`src/rtl/hyperthermia_sequencer.sv`:
```
`default_nettype none
// ============================================================================
//  Module      : hyperthermia_sequencer
//  Description : Control FSM for the hyperthermia-prevention datapath.
//                Schedules one input-register load (en_in) every SAMPLE_DIV
//                cycles. It commits the logic-module result to the output
//                register (en_out) only after that result has persisted:
//                CONFIRM_N matching samples to raise the level, CLEAR_N
//                matching samples to lower it.
//  Ports       : clk    - system clock
//                rst    - asynchronous active-high reset
//                active - system enable (synchronous, level-sensitive)
//                log    - logic-module result (00 none, 01 vent, 10 alarm,
//                         11 alarm+vent), valid the cycle after en_in
//                en_in  - one-cycle load strobe to the input register
//                en_out - one-cycle load strobe to the output register
//                level  - committed output level (mirrors output register)
//                state  - FSM state code for display/debug
//  Revision    : 1.0 - initial release
// ============================================================================
module hyperthermia_sequencer #(
  parameter int SAMPLE_DIV = 1000,
  parameter int CONFIRM_N  = 3,
  parameter int CLEAR_N    = 2
) (
  input  logic       clk,
  input  logic       rst,
  input  logic       active,
  input  logic [1:0] log,
  output logic       en_in,
  output logic       en_out,
  output logic [1:0] level,
  output logic [2:0] state
);

  localparam int                 c_CNT_W    = $clog2(SAMPLE_DIV);
  localparam logic [c_CNT_W-1:0] c_CNT_LAST = c_CNT_W'(SAMPLE_DIV - 1);
  localparam logic [c_CNT_W-1:0] c_CNT_ONE  = c_CNT_W'(1);
  localparam logic [3:0]         c_THR_UP   = 4'(CONFIRM_N);
  localparam logic [3:0]         c_THR_DN   = 4'(CLEAR_N);
  localparam logic [3:0]         c_MCNT_MAX = 4'd15;

  localparam logic [2:0] c_IDLE   = 3'b000;
  localparam logic [2:0] c_LOAD   = 3'b001;
  localparam logic [2:0] c_EVAL   = 3'b010;
  localparam logic [2:0] c_COMMIT = 3'b011;
  localparam logic [2:0] c_WAIT   = 3'b100;

  logic [2:0]         r_state;
  logic [2:0]         w_state_nxt;
  logic [c_CNT_W-1:0] r_cnt;
  logic [1:0]         r_cand;
  logic [3:0]         r_mcnt;
  logic [1:0]         r_level;

  logic [1:0]         w_cand_upd;
  logic [3:0]         w_mcnt_upd;
  logic [3:0]         w_thr;
  logic               w_commit;

  // Persistence filter, evaluated against the log value present this cycle.
  // Only consumed while the FSM sits in EVAL.
  always_comb begin
    w_cand_upd = r_cand;
    w_mcnt_upd = r_mcnt;
    if (log == r_level) begin
      // Result agrees with the committed level: drop any pending change.
      w_cand_upd = r_level;
      w_mcnt_upd = 4'd0;
    end else if (log == r_cand) begin
      w_mcnt_upd = (r_mcnt == c_MCNT_MAX) ? c_MCNT_MAX : r_mcnt + 4'd1;
    end else begin
      w_cand_upd = log;
      w_mcnt_upd = 4'd1;
    end
    w_thr    = (log > r_level) ? c_THR_UP : c_THR_DN;
    w_commit = (log != r_level) && (w_mcnt_upd >= w_thr);
  end

  // State register
  always_ff @(posedge clk or posedge rst) begin
    if (rst) begin
      r_state <= c_IDLE;
    end else begin
      r_state <= w_state_nxt;
    end
  end

  // Next-state logic; deasserted active overrides every other transition.
  always_comb begin
    w_state_nxt = r_state;
    if (!active) begin
      w_state_nxt = c_IDLE;
    end else begin
      case (r_state)
        c_IDLE:   w_state_nxt = c_LOAD;
        c_LOAD:   w_state_nxt = c_EVAL;
        c_EVAL:   w_state_nxt = w_commit ? c_COMMIT : c_WAIT;
        c_COMMIT: w_state_nxt = c_WAIT;
        c_WAIT:   w_state_nxt = (r_cnt == c_CNT_LAST) ? c_LOAD : c_WAIT;
        default:  w_state_nxt = c_IDLE;
      endcase
    end
  end

  // Datapath registers: period counter, candidate, match count, level.
  always_ff @(posedge clk or posedge rst) begin
    if (rst) begin
      r_cnt   <= '0;
      r_cand  <= 2'b00;
      r_mcnt  <= 4'd0;
      r_level <= 2'b00;
    end else begin
      // The COMMIT state is already registered, so the commit completes
      // even if active falls during this cycle.
      if (r_state == c_COMMIT) begin
        r_level <= r_cand;
      end
      if (!active) begin
        r_cnt  <= '0;
        r_cand <= 2'b00;
        r_mcnt <= 4'd0;
      end else begin
        if (r_state == c_IDLE) begin
          r_cnt <= '0;
        end else begin
          r_cnt <= (r_cnt == c_CNT_LAST) ? '0 : r_cnt + c_CNT_ONE;
        end
        if (r_state == c_EVAL) begin
          r_cand <= w_cand_upd;
          r_mcnt <= w_mcnt_upd;
        end
        if (r_state == c_COMMIT) begin
          r_mcnt <= 4'd0;
        end
      end
    end
  end

  // Moore outputs
  always_comb begin
    en_in  = (r_state == c_LOAD);
    en_out = (r_state == c_COMMIT);
    level  = r_level;
    state  = r_state;
  end

endmodule
`default_nettype wire

```
`config.mk`:
```
export PLATFORM = sky130hd
export DESIGN_NAME = hyperthermia_sequencer
export DESIGN_NICKNAME = d
export VERILOG_FILES = /design/src/rtl/hyperthermia_sequencer.sv
export SDC_FILE = /design/constraint.sdc
export NUM_CORES = 1
export LEC_CHECK = 0
export BUFFER_PORTS_ARGS = -buffer_cell sky130_fd_sc_hd__buf_2
export CAP_MARGIN = 20
export CORE_ASPECT_RATIO = 1.2
export CORE_MARGIN = 2
export CORE_UTILIZATION = 61
export CTS_CLUSTER_DIAMETER = 120
export DETAILED_ROUTE_END_ITERATION = 8
export PLACE_DENSITY_LB_ADDON = 0.15
export REMOVE_ABC_BUFFERS = 1
export SLEW_MARGIN = 25
export SYNTH_ARGS = -nofsm -noshare
export SYNTH_HDL_FRONTEND = slang
export SYNTH_SLANG_ARGS = --single-unit
```
`constraint.sdc`:
```
create_clock -name clk -period 3.44 [get_ports clk]
set_clock_uncertainty 0.1 [all_clocks]
set_input_delay 0.172 -clock clk [delete_from_list [all_inputs] [get_ports clk]]
set_output_delay 0.172 -clock clk [all_outputs]
set_load 0.005 [all_outputs]
```
==> impl_summary.txt <==
----------------------------------------------------
[Floorplan]
  Core footprint ... 1830 µm²
  Initial core utilization ... 65.0%
  I/O pin count ... 12
  Cell Rows ... 17
  Die Y-Extent ... 52.4 µm
  Die area ... about 2300 µm²
  Width of the chip ... between 40 and 50 µm

[STA]
  Relative slew margins ... 47.7%
  Setup total negative slack ... 0 ns
  Hold Violations, Final ... 0
  Pins over their slew limit ... 0
  Setup Viol. Count Final ... 0
  Post-layout minimum cycle time ... 2.22 ns
  Slew at the pin with the worst max-slew slack ... 0.783 ns
  Setup repair after global routing missed its margin ... false
  Maximum clock frequency ... approximately 450 MHz
  Crit share post-route ... 64.4%

[Critical path]
  Worst-path cell with the longest stage delay ... sky130_fd_sc_hd__dfrtp_1
  Arr. time, crit path ... 2.32 ns
  Worst setup path category ... flop to flop
  Critical path startpoint ... r_mcnt[0]
  Crit Path Max Fanout ... 7
  Cell-by-cell listing of the critical path ... ha_1, a311oi_1, a21o_1, ha_1, nor2b_1, o32ai_2, o211ai_2, a21bo_1
  Worst EP required ... 3.54 ns
  Type of element capturing the critical path ... flop
  Critical Path Source Type ... flop
  Library cell appearing most often on the critical path ... sky130_fd_sc_hd__ha_1
  Worst path top cell family by delay ... compound AO/OA/AOI/OAI gates
  Critical register-to-register path startpoint ... r_mcnt[0]
  Worst stage delay on the critical path ... about 0.43 ns
  Count of buffering cells on the critical path with inverters included ... 0

[Synth]
  Post-synth top area share ... 44.2%
  Number of warnings printed during yosys synthesis ... 0
  Synthesized instance count ... 118
  Mean post-synth cell area ... 10.1 µm²
  Cell accounting for the most synthesized area ... sky130_fd_sc_hd__dfrtp_1
  Total of flip-flops plus latches after synthesis ... 21
  Async SR Flop Fraction ... 100%
  Top_reg_cell synth ... sky130_fd_sc_hd__dfrtp_1
  Dominant cells by area after synthesis ... sky130_fd_sc_hd__dfrtp_1 (44%), sky130_fd_sc_hd__ha_1 (5.3%), sky130_fd_sc_hd__nor2_1 (4.7%), sky130_fd_sc_hd__xnor2_1 (3.7%), sky130_fd_sc_hd__xor2_1 (3.7%)
  Part of the Yosys area used for sequential elements ... 44.2%
  Number of enable flip-flop cells after synthesis ... 0
  Number of distinct library cell variants in the gate-level netlist after synthesis ... 40
  Post-Synthesis Cell Area ... approximately 1200 µm²

[Clock network]
  Resized Gates After CTS ... 0
  H-Tree Level Count ... 1
  CTS buffer count ... 3
  Clock tree from TritonCTS ... built
  Maximum buffer depth of the clock tree ... 2
  Root buf cell ... sky130_fd_sc_hd__clkbuf_4
  # clock sinks ... 21
  Reg clk slew, reported paths ... 0.11 ns
  Clock latency on the worst-skew pair ... approximately 0.3 ns

[Finish]
  Fraction of final layout cells sized beyond drive strength 1 ... 17.4%
  Seq. cell area ... 526 µm²
  Most used cells in the layout excluding fill and tap cells ... sky130_fd_sc_hd__dfrtp_1 (21), sky130_fd_sc_hd__nor2_1 (15), sky130_fd_sc_hd__buf_2 (11)
  Filler cells ... 155
  Non-filler instance count after layout ... 151
  Final #Nets ... 143
  Fin area ... 1290 µm²
  Multi-input logic area ... 626 µm²
  Most frequent standard cell in the layout excluding fill and tap cells ... sky130_fd_sc_hd__dfrtp_1
  Post-synthesis to final-layout area growth ... 8.41%
  Antenna diodes ... 0

[Detailed routing]
  Antenna violation net count after detailed routing ... 0
  Drt via density ... 5.75
  Avg WL per Cell ... 13.3 µm
  Number of DRC markers after the initial detailed-route iteration ... 10
  First drt pass iteration count ... 4
  Final wirelength ... 2.01 mm
  Vias ... 869
  DRC violations left ... 0

[Power and ir drop]
  Ratio of total power to cell area ... 363 nW/µm²
  Static Leakage ... 0.609 nW
  Max rail drop VDD ... between 300 and 400 µV

[Status]
  Status ... finished, final reports clean

[Global route]
  Total global-route track usage ... 20.9%
  Wire length of the first global-routing pass ... 3.55 mm
  Initial antenna violation count ... 0
  Number of global-route vias before repair ... roughly 840
  Maximum number of pins on one net before global-route repair ... 22
  Total grt overflow ... 0

[Job]
  Number of maximum-capacitance violations ... 0

[Placement]
  Hpwl dp ... 1.56 mm
  Area post-placement ... ~1300 µm²
  Count of placed standard cells including taps ... 146
  Port bufs ... 11
  Final Wtd Congestion ... 0.800

[Min path]
  Worst Min Path Start ... active
  Classification of the worst-slack hold path ... primary input to flop

----------------------------------------------------
## routing by layer
metal  vias up  track usage [%]  wire length [µm]
met5         -                0                 0
met4         0             7.58                12
met3         2             2.07                61
met2        12             38.7              1070
met1       413             24.4               872
li1        442                -                 -
## worst paths after layout
path | endpoint | slack (ns) | cells past startpoint
worst max register to register | state[1] | 1.22 | 8
worst max-delay path | state[1] | 1.22 | 8
max in group asynchronous | state[2] | 2.30 | 3
worst min-delay path | state[1] | 0.06 | 2
min in group asynchronous | r_cnt[9] | 0.45 | 3
worst min register to register | r_cnt[0] | 0.36 | 1
## Yosys cell counts (2+ instances only)
cell type / n
sky130_fd_sc_hd__nand3_1: 4
sky130_fd_sc_hd__nand2b_1: 2
sky130_fd_sc_hd__xnor2_1: 5
sky130_fd_sc_hd__mux2i_1: 2
sky130_fd_sc_hd__ha_1: 5
sky130_fd_sc_hd__dfrtp_1: 21
sky130_fd_sc_hd__nor3_1: 3
sky130_fd_sc_hd__a31oi_1: 4
sky130_fd_sc_hd__xor2_1: 5
sky130_fd_sc_hd__nand2_1: 10
sky130_fd_sc_hd__nor2_1: 15
sky130_fd_sc_hd__o21ai_0: 4
sky130_fd_sc_hd__nor2b_1: 5
sky130_fd_sc_hd__a21oi_1: 2
sky130_fd_sc_hd__inv_1: 6
## what timing repair did
action | in CTS | in global routing
hold buffers | 1 | 0
endpoints found under the hold margin | 21 | 0
buffers inserted | 0 | 0
## worst register-to-register path, stage by stage, from the launching register on
cell,delay (ns)
sky130_fd_sc_hd__dfrtp_1,0.43
sky130_fd_sc_hd__ha_1,0.29
sky130_fd_sc_hd__a311oi_1,0.30
sky130_fd_sc_hd__a21o_1,0.17
sky130_fd_sc_hd__ha_1,0.22
sky130_fd_sc_hd__nor2b_1,0.14
sky130_fd_sc_hd__o32ai_2,0.10
sky130_fd_sc_hd__o211ai_2,0.16
sky130_fd_sc_hd__a21bo_1,0.21
## per-stage QoR
step	setup slack (ns)	utilization, %	hold slack [ns]	total power [mW]
floorplan	1.37	-	0.0485	0.332
global placement	1.32	68.5	0.249	0.357
detailed placement	1.22	68.5	0.255	0.361
CTS	1.21	70.5	0.0510	0.477
global route	1.09	70.5	0.0664	0.496
finish	1.22	70.5	0.0603	0.469
## power breakdown
group / switching [mW] / internal (mW) / leakage, nW / total (mW)
combinational: 0.0471 / 0.0365 / 0.302 / 0.0836
sequential: 0.0140 / 0.258 / 0.290 / 0.272
clock: 0.0702 / 0.0432 / 0.0177 / 0.113
## final cells by class
cell class	count	share of cell area [%]
Tap cell	19	1.84
Inverter	6	1.75
Timing Repair Buffer	12	5.04
Clock buffer	3	1.75
Sequential cell	21	40.7
Multi-Input combinational cell	89	48.5
Clock inverter	1	0.388
## state kept, by name, indices dropped and copies added (netlist names)
signal / count
r_cnt: 10
r_mcnt: 4
state: 3
level: 2
r_cand: 2
## cells by family after synthesis
logic type               count (synthesis)  synth area share [%]
AO/OA/AOI/OAI                           19                  12.1
XOR/XNOR                                10                  7.36
adder cells (fa/ha/maj)                  5                  5.26
buffers and inverters                    8                  3.26
flip-flops                              21                  44.2
multiplexers                             3                  2.63
AND/OR/NAND/NOR                         52                  25.2
Power figures use the tool's default switching activity.
